File: src/rtl/fifo_ser_tx_pkg.sv
// Shared types and constants for the FIFO-draining serial transmitter.
// Optional parity stage is enabled by defining FIFO_SER_TX_PARITY_EN.
package fifo_ser_tx_pkg;

   typedef enum logic [2:0] {
      S_IDLE,
      S_POP,
      S_LOAD,
      S_START,
      S_DATA,
`ifdef FIFO_SER_TX_PARITY_EN
      S_PARITY,
`endif
      S_STOP
   } state_t;

   localparam logic TX_IDLE  = 1'b1;
   localparam logic TX_START = 1'b0;
   localparam logic TX_STOP  = 1'b1;

   localparam int CLKS_PER_BIT_DEF = 16;

endpackage

File: src/rtl/fifo_ser_tx_bit_timer.sv
// Bit-period timer: pulses bit_done on the last clk of each CLKS_PER_BIT window.
// Held at zero while clear is high so every bit starts from a fresh count.
module fifo_ser_tx_bit_timer
   import fifo_ser_tx_pkg::*;
#(
   parameter int CLKS_PER_BIT = CLKS_PER_BIT_DEF
) (
   input  logic clk,
   input  logic rst,
   input  logic clear,
   output logic bit_done
);

   logic [15:0] r_cnt;
   logic        w_wrap;

   assign w_wrap   = (r_cnt == 16'(CLKS_PER_BIT - 1));
   assign bit_done = w_wrap && !clear;

   always_ff @(posedge clk or posedge rst) begin
      if (rst) begin
         r_cnt <= '0;
      end else if (clear || w_wrap) begin
         r_cnt <= '0;
      end else begin
         r_cnt <= r_cnt + 16'd1;
      end
   end

endmodule

File: src/rtl/fifo_ser_tx.sv
// Pops bytes from a FIFO and sends them as start/data(LSB first)/stop frames.
// Define FIFO_SER_TX_PARITY_EN to insert an even-parity bit before stop.
module fifo_ser_tx
   import fifo_ser_tx_pkg::*;
#(
   parameter int CLKS_PER_BIT = CLKS_PER_BIT_DEF,
   parameter int DATA_W       = 8
) (
   input  logic              clk,
   input  logic              rst,
   input  logic              tx_en,
   input  logic              fifo_empt,
   input  logic [DATA_W-1:0] fifo_data,
   output logic              fifo_rd_en,
   output logic              tx,
   output logic              busy,
   output logic [7:0]        frame_cnt
);

   localparam int BCW = $clog2(DATA_W + 1);

   state_t            r_state, w_state_nxt;
   logic [DATA_W-1:0] r_shift, w_shift_nxt, w_shift_dn;
   logic [BCW-1:0]    r_bit_cnt;
   logic [7:0]        r_frame_cnt;
   logic              r_tx, w_tx_nxt;
   logic              w_bit_done, w_timer_clr, w_last_bit;
`ifdef FIFO_SER_TX_PARITY_EN
   logic              r_parity;
`endif

   assign w_timer_clr = (r_state == S_IDLE) || (r_state == S_POP) || (r_state == S_LOAD);
   assign w_last_bit  = (r_bit_cnt == BCW'(DATA_W - 1));
   assign w_shift_dn  = r_shift >> 1;

   fifo_ser_tx_bit_timer #(
      .CLKS_PER_BIT (CLKS_PER_BIT)
   ) u_bit_timer (
      .clk      (clk),
      .rst      (rst),
      .clear    (w_timer_clr),
      .bit_done (w_bit_done)
   );

   // tx is registered from the next-state decode so it only moves on bit boundaries
   always_comb begin
      w_state_nxt = r_state;
      w_shift_nxt = r_shift;
      w_tx_nxt    = r_tx;
      case (r_state)
         S_IDLE: begin
            if (tx_en && !fifo_empt) w_state_nxt = S_POP;
         end
         S_POP: begin
            w_state_nxt = S_LOAD;
         end
         S_LOAD: begin
            w_state_nxt = S_START;
            w_shift_nxt = fifo_data;
            w_tx_nxt    = TX_START;
         end
         S_START: begin
            if (w_bit_done) begin
               w_state_nxt = S_DATA;
               w_tx_nxt    = r_shift[0];
            end
         end
         S_DATA: begin
            if (w_bit_done) begin
               w_shift_nxt = w_shift_dn;
               if (w_last_bit) begin
`ifdef FIFO_SER_TX_PARITY_EN
                  w_state_nxt = S_PARITY;
                  w_tx_nxt    = r_parity;
`else
                  w_state_nxt = S_STOP;
                  w_tx_nxt    = TX_STOP;
`endif
               end else begin
                  w_tx_nxt = w_shift_dn[0];
               end
            end
         end
`ifdef FIFO_SER_TX_PARITY_EN
         S_PARITY: begin
            if (w_bit_done) begin
               w_state_nxt = S_STOP;
               w_tx_nxt    = TX_STOP;
            end
         end
`endif
         S_STOP: begin
            if (w_bit_done) w_state_nxt = (tx_en && !fifo_empt) ? S_POP : S_IDLE;
         end
         default: begin
            w_state_nxt = S_IDLE;
            w_tx_nxt    = TX_IDLE;
         end
      endcase
   end

   always_ff @(posedge clk or posedge rst) begin
      if (rst) begin
         r_state     <= S_IDLE;
         r_shift     <= '0;
         r_bit_cnt   <= '0;
         r_frame_cnt <= '0;
         r_tx        <= TX_IDLE;
      end else begin
         r_state <= w_state_nxt;
         r_shift <= w_shift_nxt;
         r_tx    <= w_tx_nxt;
         if (r_state == S_LOAD) begin
            r_bit_cnt <= '0;
         end else if (r_state == S_DATA && w_bit_done) begin
            r_bit_cnt <= r_bit_cnt + 1'b1;
         end
         if (r_state == S_STOP && w_bit_done) r_frame_cnt <= r_frame_cnt + 8'd1;
      end
   end

`ifdef FIFO_SER_TX_PARITY_EN
   always_ff @(posedge clk or posedge rst) begin
      if (rst) begin
         r_parity <= 1'b0;
      end else if (r_state == S_LOAD) begin
         r_parity <= ^fifo_data;
      end
   end
`endif

   assign fifo_rd_en = (r_state == S_POP);
   assign busy       = (r_state != S_IDLE);
   assign tx         = r_tx;
   assign frame_cnt  = r_frame_cnt;

endmodule

File: config.mk
export PLATFORM = sky130hd
export DESIGN_NAME = fifo_ser_tx
export DESIGN_NICKNAME = d
export VERILOG_FILES = /design/src/rtl/fifo_ser_tx_pkg.sv /design/src/rtl/fifo_ser_tx_bit_timer.sv /design/src/rtl/fifo_ser_tx.sv
export SDC_FILE = /design/constraint.sdc
export NUM_CORES = 1
export LEC_CHECK = 0
export BUFFER_PORTS_ARGS = -buffer_cell sky130_fd_sc_hd__buf_2
export CORE_ASPECT_RATIO = 1.2
export CORE_UTILIZATION = 55
export CTS_BUF_LIST = sky130_fd_sc_hd__clkbuf_8
export DETAILED_ROUTE_END_ITERATION = 16
export GPL_TIMING_DRIVEN = 0
export PLACE_DENSITY = 0.78
export SETUP_SLACK_MARGIN = 0.4
export SLEW_MARGIN = 5
export SYNTH_ARGS = -nofsm -noshare
export SYNTH_HDL_FRONTEND = slang
export SYNTH_SLANG_ARGS = --single-unit
export TNS_END_PERCENT = 50
File: constraint.sdc
create_clock -name clk -period 2.3 [get_ports clk]
set_clock_uncertainty 0.1 [all_clocks]
set_input_delay 0.345 -clock clk [delete_from_list [all_inputs] [get_ports clk]]
set_output_delay 0.345 -clock clk [all_outputs]
set_load 0.02 [all_outputs]
==> metrics <==
Slew headroom=45.3%; WS Path Type=reg -> reg; GR Layer Usage met3=6.16%; Worst-path clk slew=0.08 ns; # setup viols final=0; core footprint=3420 um^2; total grt overflow=0; fin crit share=85.6%; deepest clock path buffer count=2; Critical Path RT=2.41 ns; crit path time final=1.97 ns; WL final=4110 um; CP most frequent cell=buf_4; failing checks=design-rule violations; Port Buffer Count=22; Max Cap Viol=0; DR vias=1618; first-pass GRT wire length=6890 um; root buffer cell=clkbuf_8; GPL Wtd Cong=0.811; die area=3940 um^2; Die W=57.5 um; share of cells above drive strength 1=31.0%; num ports=23; pin count of the biggest net entering global routing=41; number of CTS-inserted buffers=5; Area growth syn-to-layout=22.0%; Crit path largest cell delay=0.47 ns; Hold/Removal Path Class=in -> async; fin. max-slew vios=0; Routed Antenna Nets=0; Worst-Margin Slew=0.820 ns; r2r worst-path depth=6; Avg Inst Size Synth=10.1 um^2; initial antenna violation count=0; Cell Chain, Critical Path=buf_4 > buf_4 > nand4_1 > or2_4 > or4_1 > a21oi_1; Leak=1.11 nW; Initial Util=59.3%; Worst setup EP type=register; post-synth cell types=38; dpl hpwl=2620 um; Worst path slowest cell=or4_1; worst path arrival time=2.08 ns; R2R Setup Slk=0.33 ns; Cells after Synth=201; sequential fraction of the synthesis area=49.3%; All-Layer GR Usage=23.6%; Setup crit start kind=register; num rows=23; PD cells=920 nW/um^2; Netlist Area Pre-Place=2030 um^2; cts hold-fix bufs=0; WL per Instance=14.6 um; hold slack=0.0983 ns; vias per cell=5.74; Peak supply drop=0.000583 V; fmax=0.508 GHz; Ys Warns=0; Synth Register Bits=40; Mapped Nets=216; RSZ-0062 raised after global routing=yes; CTS sink cnt=40; status=finished with violations; setup_tns=0 ns; Worst-Skew Late Latency=0.30 ns; Chip Height=68.6 um; nets=259; vias in the first global route=1545; H-tree Lvls=2; CTS tree=done; DR DRC count=3; drt first pass iters=10; Global Route met1 Usage=28.6%; endpoints failing hold=0; GR Layer Usage met2=39.5%; busiest grt layer=met2; Max FO, Critical Path=5; # diodes=0; initial drt markers=64
-- cell usage in the layout, fill, tap and decap left out, types with 3 or more instances in the layout --
cell type,count
inv_1,4
nand2_1,10
nand3_1,11
nor4_1,3
nor3_1,6
nand2b_1,9
clkbuf_8,6
xnor2_1,18
dfrtp_1,36
o31ai_1,3
dfrtp_2,3
o221a_2,7
nand4_1,6
buf_4,14
nor2b_1,5
and3_1,6
a21oi_1,6
or4_1,3
o21ai_0,7
buf_2,23
nor2_1,19
-- per-stage QoR --
step | setup WS, ns | instance area (um^2) | utilization, % | instances | power, mW
CTS | 0.392 | 2450 | 71.5 | 280 | 2.24
detailed placement | 0.210 | 2190 | 63.9 | 260 | 1.56
finish | 0.330 | 2480 | 72.4 | 282 | 2.28
floorplan | 0.537 | 2030 | - | 201 | 1.41
global placement | 0.254 | 2190 | 63.9 | 260 | 1.54
global route | 0.264 | 2480 | 72.4 | 282 | 2.43
-- what timing repair did --
action                                  CTS  global route
endpoints found under the setup margin   23            25
pin swaps                                 3             3
resized for setup                        19             5
setup buffers                            12             2
-- worst max-delay path: cells and delay by family (launching register included) --
kind	cells	cell delay, ns
buffers and inverters	2	0.22
DFF	1	0.39
and+or+nand+nor	3	1.01
AOI/OAI and AO/OA	1	0.18
-- registers in the layout, summed over array words and instances, names as in the netlist --
signal	count
u_bit_timer.r_cnt	16
frame_cnt	8
r_shift	8
r_bit_cnt	4
r_state	3
tx	1
-- synth_stat cells, drive strengths merged --
| cell | instances | area (um^2) |
|---|---|---|
| and4b | 1 | 10.0 |
| nor4 | 6 | 56.3 |
| nand3b | 1 | 7.51 |
| nor3 | 6 | 30.0 |
| buf | 3 | 15.0 |
| inv | 5 | 18.8 |
| nor4b | 1 | 8.76 |
| and4 | 2 | 17.5 |
| a21boi | 1 | 7.51 |
| nor2 | 19 | 71.3 |
| mux2i | 1 | 10.0 |
| a21o | 1 | 7.51 |
| a21oi | 7 | 35.0 |
| nand4 | 7 | 50.1 |
| nand2 | 11 | 41.3 |
| o21ai | 8 | 40.0 |
| nand3 | 12 | 65.1 |
| ha | 3 | 37.5 |
| a2bb2oi | 1 | 8.76 |
| clkbuf | 5 | 18.8 |
| or4 | 3 | 22.5 |
| xor2 | 2 | 17.5 |
| dfstp | 1 | 26.3 |
| mux2 | 1 | 11.3 |
| dfrtp | 39 | 976 |
| o31ai | 3 | 22.5 |
| or3 | 3 | 18.8 |
| or2 | 2 | 12.5 |
| o221a | 7 | 78.8 |
| nand2b | 9 | 56.3 |
| xnor2 | 18 | 158 |
| nor2b | 5 | 31.3 |
| and3 | 7 | 43.8 |
-- report_power, final --
group / switching, mW / internal (mW)
Sequential: 0.101 / 0.851
Clock: 0.254 / 0.321
Combinational: 0.383 / 0.371
-- per-layer routing --
layer | wire length (um) | up-vias
met5 | 0 | -
met3 | 176 | 5
met4 | 63 | 0
met2 | 2010 | 30
li1 | - | 810
met1 | 1860 | 773
-- cell families after synthesis --
family | count (synthesis) | share of synthesized area (%)
DFF | 40 | 49.3
and+or+nand+nor | 95 | 26.7
AOI/OAI and AO/OA | 28 | 9.85
adders and majority gates | 3 | 1.85
xor gates and xnor gates | 20 | 8.62
muxes | 2 | 1.05
buffers and inverters | 13 | 2.59
-- area by class of cell --
| type | count | area [um^2] |
|---|---|---|
| multi-input combinational | 148 | 1020 |
| sequential | 40 | 1010 |
| fill | 240 | 946 |
| timing repair buffer | 36 | 215 |
| clock buffer | 5 | 68.8 |
| buffer | 8 | 62.6 |
| tap | 37 | 46.3 |
| clock inverter | 3 | 42.5 |
| inverter | 5 | 18.8 |
-- path summary, 6_finish.rpt --
kind,startpoint,to
worst max-delay path,u_bit_timer.r_cnt[1],u_bit_timer.r_cnt[15]
worst min-delay path,rst,frame_cnt[4]
worst max register to register,u_bit_timer.r_cnt[1],u_bit_timer.r_cnt[15]
worst min register to register,frame_cnt[7],frame_cnt[7]
max in group asynchronous,rst,u_bit_timer.r_cnt[4]
min in group clk,fifo_data[7],r_shift[7]
Power figures use the tool's default switching activity.
